$ cat src/rtl/mdu_iterative_if.sv
// Issue/completion bundle between the EX stage and the iterative multiply/divide unit.
// The issuer (EX stage) is the master; the MDU is the slave.
interface mdu_iterative_if #(
    parameter int W = 32
);
    logic         start;
    logic [2:0]   mdu_op;
    logic [W-1:0] op1;
    logic [W-1:0] op2;
    logic         flush;
    logic         busy;
    logic         done;
    logic [W-1:0] hi;
    logic [W-1:0] lo;

    modport master (
        output start, mdu_op, op1, op2, flush,
        input  busy, done, hi, lo
    );

    modport slave (
        input  start, mdu_op, op1, op2, flush,
        output busy, done, hi, lo
    );
endinterface

$ cat src/rtl/mdu_iterative.sv
// Iterative MDU owning HI/LO: 1-bit/cycle shift-add multiply and restoring divide.
// Optional feature macro: MDU_MADD_EN (op 111 = MADD accumulate; otherwise op 111 is a NOP).
module mdu_iterative #(
    parameter int W  = 32,
    parameter int CW = 6
) (
    input  logic           clk,
    input  logic           rst_n,
    mdu_iterative_if.slave bus
);
    localparam logic [2:0] OP_MULT  = 3'b001;
    localparam logic [2:0] OP_MULTU = 3'b010;
    localparam logic [2:0] OP_DIV   = 3'b011;
    localparam logic [2:0] OP_DIVU  = 3'b100;
    localparam logic [2:0] OP_MTHI  = 3'b101;
    localparam logic [2:0] OP_MTLO  = 3'b110;
    localparam logic [2:0] OP_MADD  = 3'b111;

    typedef enum logic [1:0] {
        ST_IDLE = 2'b00,
        ST_MUL  = 2'b01,
        ST_DIV  = 2'b10
    } state_e;

    state_e         state_q, state_d;
    logic [CW-1:0]  cnt_q, cnt_d;
    // acc: product high half / partial remainder; sh: multiplier->product low / dividend->quotient
    logic [W-1:0]   acc_q, acc_d;
    logic [W-1:0]   sh_q, sh_d;
    logic [W-1:0]   opb_q, opb_d;
    logic           neg_q, neg_d;
    logic           rneg_q, rneg_d;
    logic           madd_q, madd_d;
    logic           busy_q, busy_d;
    logic           done_q, done_d;
    logic [W-1:0]   hi_q, hi_d;
    logic [W-1:0]   lo_q, lo_d;

    logic [W:0]     mul_upper_s;
    logic [W-1:0]   mul_acc_nx_s, mul_sh_nx_s;
    logic [W:0]     div_shift_s;
    logic [W-1:0]   div_diff_s;
    logic           div_ge_s;
    logic [W-1:0]   div_acc_nx_s, div_sh_nx_s;
    logic [2*W-1:0] prod_mag_s, prod_sgn_s, mul_res_s;
    logic [W-1:0]   quo_res_s, rem_res_s;
    logic           madd_ok_s;
    logic           sgn_s;

    function automatic logic [W-1:0] mag(input logic [W-1:0] v);
        mag = v[W-1] ? ({W{1'b0}} - v) : v;
    endfunction

`ifdef MDU_MADD_EN
    assign madd_ok_s = 1'b1;
`else
    assign madd_ok_s = 1'b0;
`endif

    assign sgn_s = (bus.mdu_op == OP_MULT) || (bus.mdu_op == OP_DIV) || (bus.mdu_op == OP_MADD);

    // One iteration of each datapath plus the final sign/accumulate fix-up.
    always_comb begin
        mul_upper_s  = sh_q[0] ? ({1'b0, acc_q} + {1'b0, opb_q}) : {1'b0, acc_q};
        mul_acc_nx_s = mul_upper_s[W:1];
        mul_sh_nx_s  = {mul_upper_s[0], sh_q[W-1:1]};
        div_shift_s  = {acc_q, sh_q[W-1]};
        div_ge_s     = (div_shift_s >= {1'b0, opb_q});
        // Only used when div_ge_s, so the true difference already fits in W bits.
        div_diff_s   = div_shift_s[W-1:0] - opb_q;
        div_acc_nx_s = div_ge_s ? div_diff_s : div_shift_s[W-1:0];
        div_sh_nx_s  = {sh_q[W-2:0], div_ge_s};
        prod_mag_s   = {mul_acc_nx_s, mul_sh_nx_s};
        prod_sgn_s   = neg_q ? ({(2*W){1'b0}} - prod_mag_s) : prod_mag_s;
        mul_res_s    = madd_q ? ({hi_q, lo_q} + prod_sgn_s) : prod_sgn_s;
        quo_res_s    = neg_q ? ({W{1'b0}} - div_sh_nx_s) : div_sh_nx_s;
        rem_res_s    = rneg_q ? ({W{1'b0}} - div_acc_nx_s) : div_acc_nx_s;
    end

    // Next-state, operand latch, iteration and HI/LO write control.
    always_comb begin
        state_d = state_q;
        cnt_d   = cnt_q;
        acc_d   = acc_q;
        sh_d    = sh_q;
        opb_d   = opb_q;
        neg_d   = neg_q;
        rneg_d  = rneg_q;
        madd_d  = madd_q;
        busy_d  = busy_q;
        done_d  = 1'b0;
        hi_d    = hi_q;
        lo_d    = lo_q;
        case (state_q)
            ST_IDLE: begin
                busy_d = 1'b0;
                if (bus.start && !bus.flush) begin
                    case (bus.mdu_op)
                        OP_MULT, OP_MULTU, OP_MADD: begin
                            if ((bus.mdu_op != OP_MADD) || madd_ok_s) begin
                                state_d = ST_MUL;
                                busy_d  = 1'b1;
                                cnt_d   = CW'(W - 1);
                                acc_d   = {W{1'b0}};
                                opb_d   = sgn_s ? mag(bus.op1) : bus.op1;
                                sh_d    = sgn_s ? mag(bus.op2) : bus.op2;
                                neg_d   = sgn_s && (bus.op1[W-1] ^ bus.op2[W-1]);
                                rneg_d  = 1'b0;
                                madd_d  = (bus.mdu_op == OP_MADD);
                            end else begin
                                state_d = ST_IDLE;
                            end
                        end
                        OP_DIV, OP_DIVU: begin
                            state_d = ST_DIV;
                            busy_d  = 1'b1;
                            cnt_d   = CW'(W - 1);
                            acc_d   = {W{1'b0}};
                            sh_d    = sgn_s ? mag(bus.op1) : bus.op1;
                            opb_d   = sgn_s ? mag(bus.op2) : bus.op2;
                            // A zero divisor yields an all-ones quotient that must not be negated.
                            neg_d   = sgn_s && (bus.op2 != {W{1'b0}}) && (bus.op1[W-1] ^ bus.op2[W-1]);
                            rneg_d  = sgn_s && bus.op1[W-1];
                            madd_d  = 1'b0;
                        end
                        OP_MTHI: hi_d = bus.op1;
                        OP_MTLO: lo_d = bus.op1;
                        default: state_d = ST_IDLE;
                    endcase
                end else begin
                    state_d = ST_IDLE;
                end
            end
            ST_MUL, ST_DIV: begin
                if (bus.flush) begin
                    state_d = ST_IDLE;
                    busy_d  = 1'b0;
                end else begin
                    acc_d = (state_q == ST_MUL) ? mul_acc_nx_s : div_acc_nx_s;
                    sh_d  = (state_q == ST_MUL) ? mul_sh_nx_s : div_sh_nx_s;
                    if (cnt_q == {CW{1'b0}}) begin
                        state_d = ST_IDLE;
                        busy_d  = 1'b0;
                        done_d  = 1'b1;
                        if (state_q == ST_MUL) begin
                            {hi_d, lo_d} = mul_res_s;
                        end else begin
                            hi_d = rem_res_s;
                            lo_d = quo_res_s;
                        end
                    end else begin
                        cnt_d  = cnt_q - CW'(1);
                        busy_d = 1'b1;
                    end
                end
            end
            default: begin
                state_d = ST_IDLE;
                busy_d  = 1'b0;
            end
        endcase
    end

    // State, datapath and output registers.
    always_ff @(posedge clk or negedge rst_n) begin
        if (!rst_n) begin
            state_q <= ST_IDLE;
            cnt_q   <= {CW{1'b0}};
            acc_q   <= {W{1'b0}};
            sh_q    <= {W{1'b0}};
            opb_q   <= {W{1'b0}};
            neg_q   <= 1'b0;
            rneg_q  <= 1'b0;
            madd_q  <= 1'b0;
            busy_q  <= 1'b0;
            done_q  <= 1'b0;
            hi_q    <= {W{1'b0}};
            lo_q    <= {W{1'b0}};
        end else begin
            state_q <= state_d;
            cnt_q   <= cnt_d;
            acc_q   <= acc_d;
            sh_q    <= sh_d;
            opb_q   <= opb_d;
            neg_q   <= neg_d;
            rneg_q  <= rneg_d;
            madd_q  <= madd_d;
            busy_q  <= busy_d;
            done_q  <= done_d;
            hi_q    <= hi_d;
            lo_q    <= lo_d;
        end
    end

    assign bus.busy = busy_q;
    assign bus.done = done_q;
    assign bus.hi   = hi_q;
    assign bus.lo   = lo_q;
endmodule

$ cat src/flat_wrapper.sv
// flat-port wrapper written by rule: the top's interface ports become plain ports
module mdu_iterative_flat 
#(
    parameter int W  = 32,
    parameter int CW = 6
)
  (clk, rst_n, bus_start, bus_mdu_op, bus_op1, bus_op2, bus_flush, bus_busy, bus_done, bus_hi, bus_lo);
  mdu_iterative_if #(.W(W)) bus_i ();
  input  logic clk;
  input  logic rst_n;
  input wire logic [$bits(bus_i.start)-1:0] bus_start;
  input wire logic [$bits(bus_i.mdu_op)-1:0] bus_mdu_op;
  input wire logic [$bits(bus_i.op1)-1:0] bus_op1;
  input wire logic [$bits(bus_i.op2)-1:0] bus_op2;
  input wire logic [$bits(bus_i.flush)-1:0] bus_flush;
  output wire logic [$bits(bus_i.busy)-1:0] bus_busy;
  output wire logic [$bits(bus_i.done)-1:0] bus_done;
  output wire logic [$bits(bus_i.hi)-1:0] bus_hi;
  output wire logic [$bits(bus_i.lo)-1:0] bus_lo;
  assign bus_i.start = bus_start;
  assign bus_i.mdu_op = bus_mdu_op;
  assign bus_i.op1 = bus_op1;
  assign bus_i.op2 = bus_op2;
  assign bus_i.flush = bus_flush;
  assign bus_busy = bus_i.busy;
  assign bus_done = bus_i.done;
  assign bus_hi = bus_i.hi;
  assign bus_lo = bus_i.lo;
  mdu_iterative #(.W(W), .CW(CW)) u_core (.clk(clk), .rst_n(rst_n), .bus(bus_i));
endmodule
$ cat config.mk
export PLATFORM = sky130hd
export DESIGN_NAME = mdu_iterative_flat
export DESIGN_NICKNAME = d
export VERILOG_FILES = /design/src/rtl/mdu_iterative_if.sv /design/src/rtl/mdu_iterative.sv /design/src/flat_wrapper.sv
export SDC_FILE = /design/constraint.sdc
export NUM_CORES = 1
export LEC_CHECK = 0
export ABC_AREA = 1
export CELL_PAD_IN_SITES_DETAIL_PLACEMENT = 0
export CELL_PAD_IN_SITES_GLOBAL_PLACEMENT = 1
export CORE_MARGIN = 10
export CORE_UTILIZATION = 40
export CTS_BUF_LIST = sky130_fd_sc_hd__clkbuf_4 sky130_fd_sc_hd__clkbuf_8
export DETAILED_ROUTE_END_ITERATION = 8
export HOLD_SLACK_MARGIN = 0.1
export PLACE_DENSITY = 0.85
export SLEW_MARGIN = 5
export SYNTH_ARGS = -nofsm -noshare
export SYNTH_HDL_FRONTEND = slang
export SYNTH_SLANG_ARGS = --single-unit
$ cat constraint.sdc
create_clock -name clk -period 4.4 [get_ports clk]
set_input_delay 1.1 -clock clk [delete_from_list [all_inputs] [get_ports clk]]
set_output_delay 1.1 -clock clk [all_outputs]
set_load 0.05 [all_outputs]
==> reports/metrics.cfg <==
[floorplanning]
num_io_pins=137
die-area_um2=73440
start_util=0.4061
rows=91
die_width_um=271.0
die_y_um=271.0
core_area_um2=62050

[routing]
top_layer=met5
wl_per_cell_um=20.86
drtAntennaViolNets=0
wl_um=125500
dr.pass1.iters=6
met2_wirelength_um=58040
drc=0
via_per_inst=5.443
vias=32740
wl_met1_um=49680
met3WireLength_um=9145
drt_iter0_drc=3361

[global_routing]
first_global_vias=30930
gr-usage-all-layers=0.3262
grt_overflow=0
antenna_found_initial=12
grt_pass1_wl_um=184000
grt_max_degree=145

[timing]
tns_ns=-4.838
fin_crit_ns=4.823
fin_crit_sh=1.096
rsz0062_at_grt=true
clock_skew_ns=0.02695
tightestPinTransition_ns=0.9209
relSlewSlack=0.3861
fmax_ghz=0.2073
slew_viol_final=0
worst_slack_ns=-0.4231
final_hold_viol_count=0
setup_violations=20

[synth]
synth_cells=4429
synthSimpleGateAreaFrac=0.3839
synth_top_family_by_area=simple AND/OR/NAND/NOR gates
synth_cell_type_count=61
muxShareOfSynthArea=0
synth_area_um2=25200
synth_area_per_cell_um2=5.690
synth_seq_cells=173
async_flop_share=1.000
synth_xor_area_frac=0.06151
seq_area_frac_synth=0.1718
yosys_warnings=0
synth_ff_type=dfrtp_1
synthAdderAreaFrac=0.07288
syn-num-nets=4645
synth_edf_count=0
synth_compound_area_frac=0.1893

[setup_path]
slowest_delay_ns=0.45
crit_slowest_cell=fa_2
cp-end-kind=flop
worstSetupStartpointType=flop
crit_arrival_ns=5.36
worstPathRequired_ns=4.93
path_class=reg2reg
cp_max_fo=4

[final_layout]
area_growth_pct=40.14
final_nets=5381
fin_util=0.5691
drive_above_1_share=0.2546
layout_commonest_cell=nand2_1
final_cell_mix=1207 x nand2_1, 705 x buf_4, 569 x inv_1

[cts]
clock-root-buffer=clkbuf_8
cts_buffers=17
cts.htree.levels=4
cts-hold-fix-buffers=0
path_clk_slew_ns=0.12
worstSkewPairLatency_ns=0.60
numClockSinks=173
cts.path.max_buffers=2
cts_tree=yes

[power]
p_per_area_nw_per_um2=780.0
peakVddDrop_mv=0.5039
total_power_mw=27.55
p_leak_nw=18.02

[status]
status=finished with violations
violations=setup timing

[job]
maxCapViolations=0

[place]
dpl.hpwl_um=101900
gp_congestion=1.027
port_buffers=136

[min_path]
hold_class=reg2reg

-- final cells by class --
type | count | area, µm²
Antenna cell | 2 | 5.005
Clock buffer | 17 | 234.0
Clock inverter | 14 | 171.4
Fill cell | 6422 | 26740
Inverter | 636 | 2394
Multi-Input combinational cell | 3472 | 20150
Sequential cell | 173 | 4332
Tap cell | 837 | 1047
Timing Repair Buffer | 865 | 6987
-- worst max-delay path: cells and delay by family, from the launching register on --
kind / cells / cell delay (ns)
and+or+nand+nor: 20 / 2.03
AOI/OAI and AO/OA: 4 / 0.45
buffers and inverters: 7 / 0.68
adders and majority gates: 3 / 0.95
DFF: 1 / 0.42
xor gates and xnor gates: 1 / 0.22
-- per-layer routing --
metal / global-route usage / vias to the layer above
met5: 0 / -
met4: 0.1923 / 8
met3: 0.04570 / 355
met2: 0.5448 / 1437
met1: 0.3941 / 15150
li1: - / 15800
-- kinds of logic (layout without fill, tap and decap cells) --
| logic type | after synthesis | count (layout) |
|---|---|---|
| adder cells (fa/ha/maj) | 145 | 145 |
| XOR/XNOR | 177 | 177 |
| AO/OA/AOI/OAI | 839 | 839 |
| flip-flops | 173 | 173 |
| other | 0 | 2 |
| buffers and inverters | 784 | 1532 |
| AND/OR/NAND/NOR | 2311 | 2311 |
-- worst paths after layout --
path | endpoint | slack [ns] | cells after the start | start
setup / recovery | u_core.bus.hi[28]$_DFFE_PN0P_ | -0.42 | 35 | u_core.opb_q[0]$_DFFE_PN0P_
hold / removal | u_core.cnt_q[4]$_DFFE_PN0P_ | 0.55 | 2 | u_core.cnt_q[4]$_DFFE_PN0P_
setup reg to reg | u_core.bus.hi[28]$_DFFE_PN0P_ | -0.42 | 35 | u_core.opb_q[0]$_DFFE_PN0P_
hold reg to reg | u_core.cnt_q[4]$_DFFE_PN0P_ | 0.55 | 2 | u_core.cnt_q[4]$_DFFE_PN0P_
max in group asynchronous | u_core.opb_q[27]$_DFFE_PN0P_ | 2.93 | 2 | rst_n
min in group asynchronous | u_core.bus.lo[4]$_DFFE_PN0P_ | 0.60 | 1 | rst_n
-- where the power goes --
part           leakage (nW)  total (mW)  switching (mW)  internal, mW
combinational          15.7        23.4            13.5          9.93
clock                 0.205        1.29           0.816         0.477
sequential             2.11        2.83           0.743          2.09
total                  18.0        27.5            15.1          12.5
-- state kept, by name, indices dropped and copies added (netlist names) --
register         count
u_core.acc_q        32
u_core.bus.busy      1
u_core.bus.done      1
u_core.bus.hi       32
u_core.bus.lo       32
u_core.cnt_q         6
u_core.madd_q        1
u_core.neg_q         1
u_core.opb_q        32
u_core.rneg_q        1
u_core.sh_q         32
u_core.state_q       2
-- timing repair --
| action | in CTS | in global routing |
|---|---|---|
| setup buffers | 30 | 25 |
| pin swaps | 101 | 163 |
| resized for setup | 201 | 401 |
| endpoints found under the setup margin | 29 | 44 |
-- cells in the mapped netlist, drive strengths merged (32+ instances only) --
| library cell | count | share of area |
|---|---|---|
| nand3 | 308 | 0.063 |
| buf | 41 | 0.0099 |
| dfrtp | 173 | 0.17 |
| a21oi | 286 | 0.058 |
| clkbuf | 107 | 0.016 |
| nand4 | 54 | 0.013 |
| nor3 | 60 | 0.013 |
| ha | 142 | 0.070 |
| nor2 | 511 | 0.080 |
| o21ai | 325 | 0.065 |
| o211ai | 34 | 0.010 |
| nand2 | 1318 | 0.20 |
| xnor2 | 32 | 0.011 |
| inv | 630 | 0.094 |
| xor2 | 145 | 0.050 |
| o22ai | 33 | 0.0082 |
-- per-stage QoR --
stage	worst slack, ns	cells	area, µm²	hold WS (ns)
CTS	-0.3601	5995	33620	0.5578
global placement	-0.6806	5934	32200	0.5050
finish	-0.4231	6016	35320	0.5525
floorplan	0.01936	4429	25200	0.4782
detailed placement	-0.7315	5934	32200	0.5222
global route	-0.7098	6015	35310	0.5848
(Power assumes the default switching activity.)
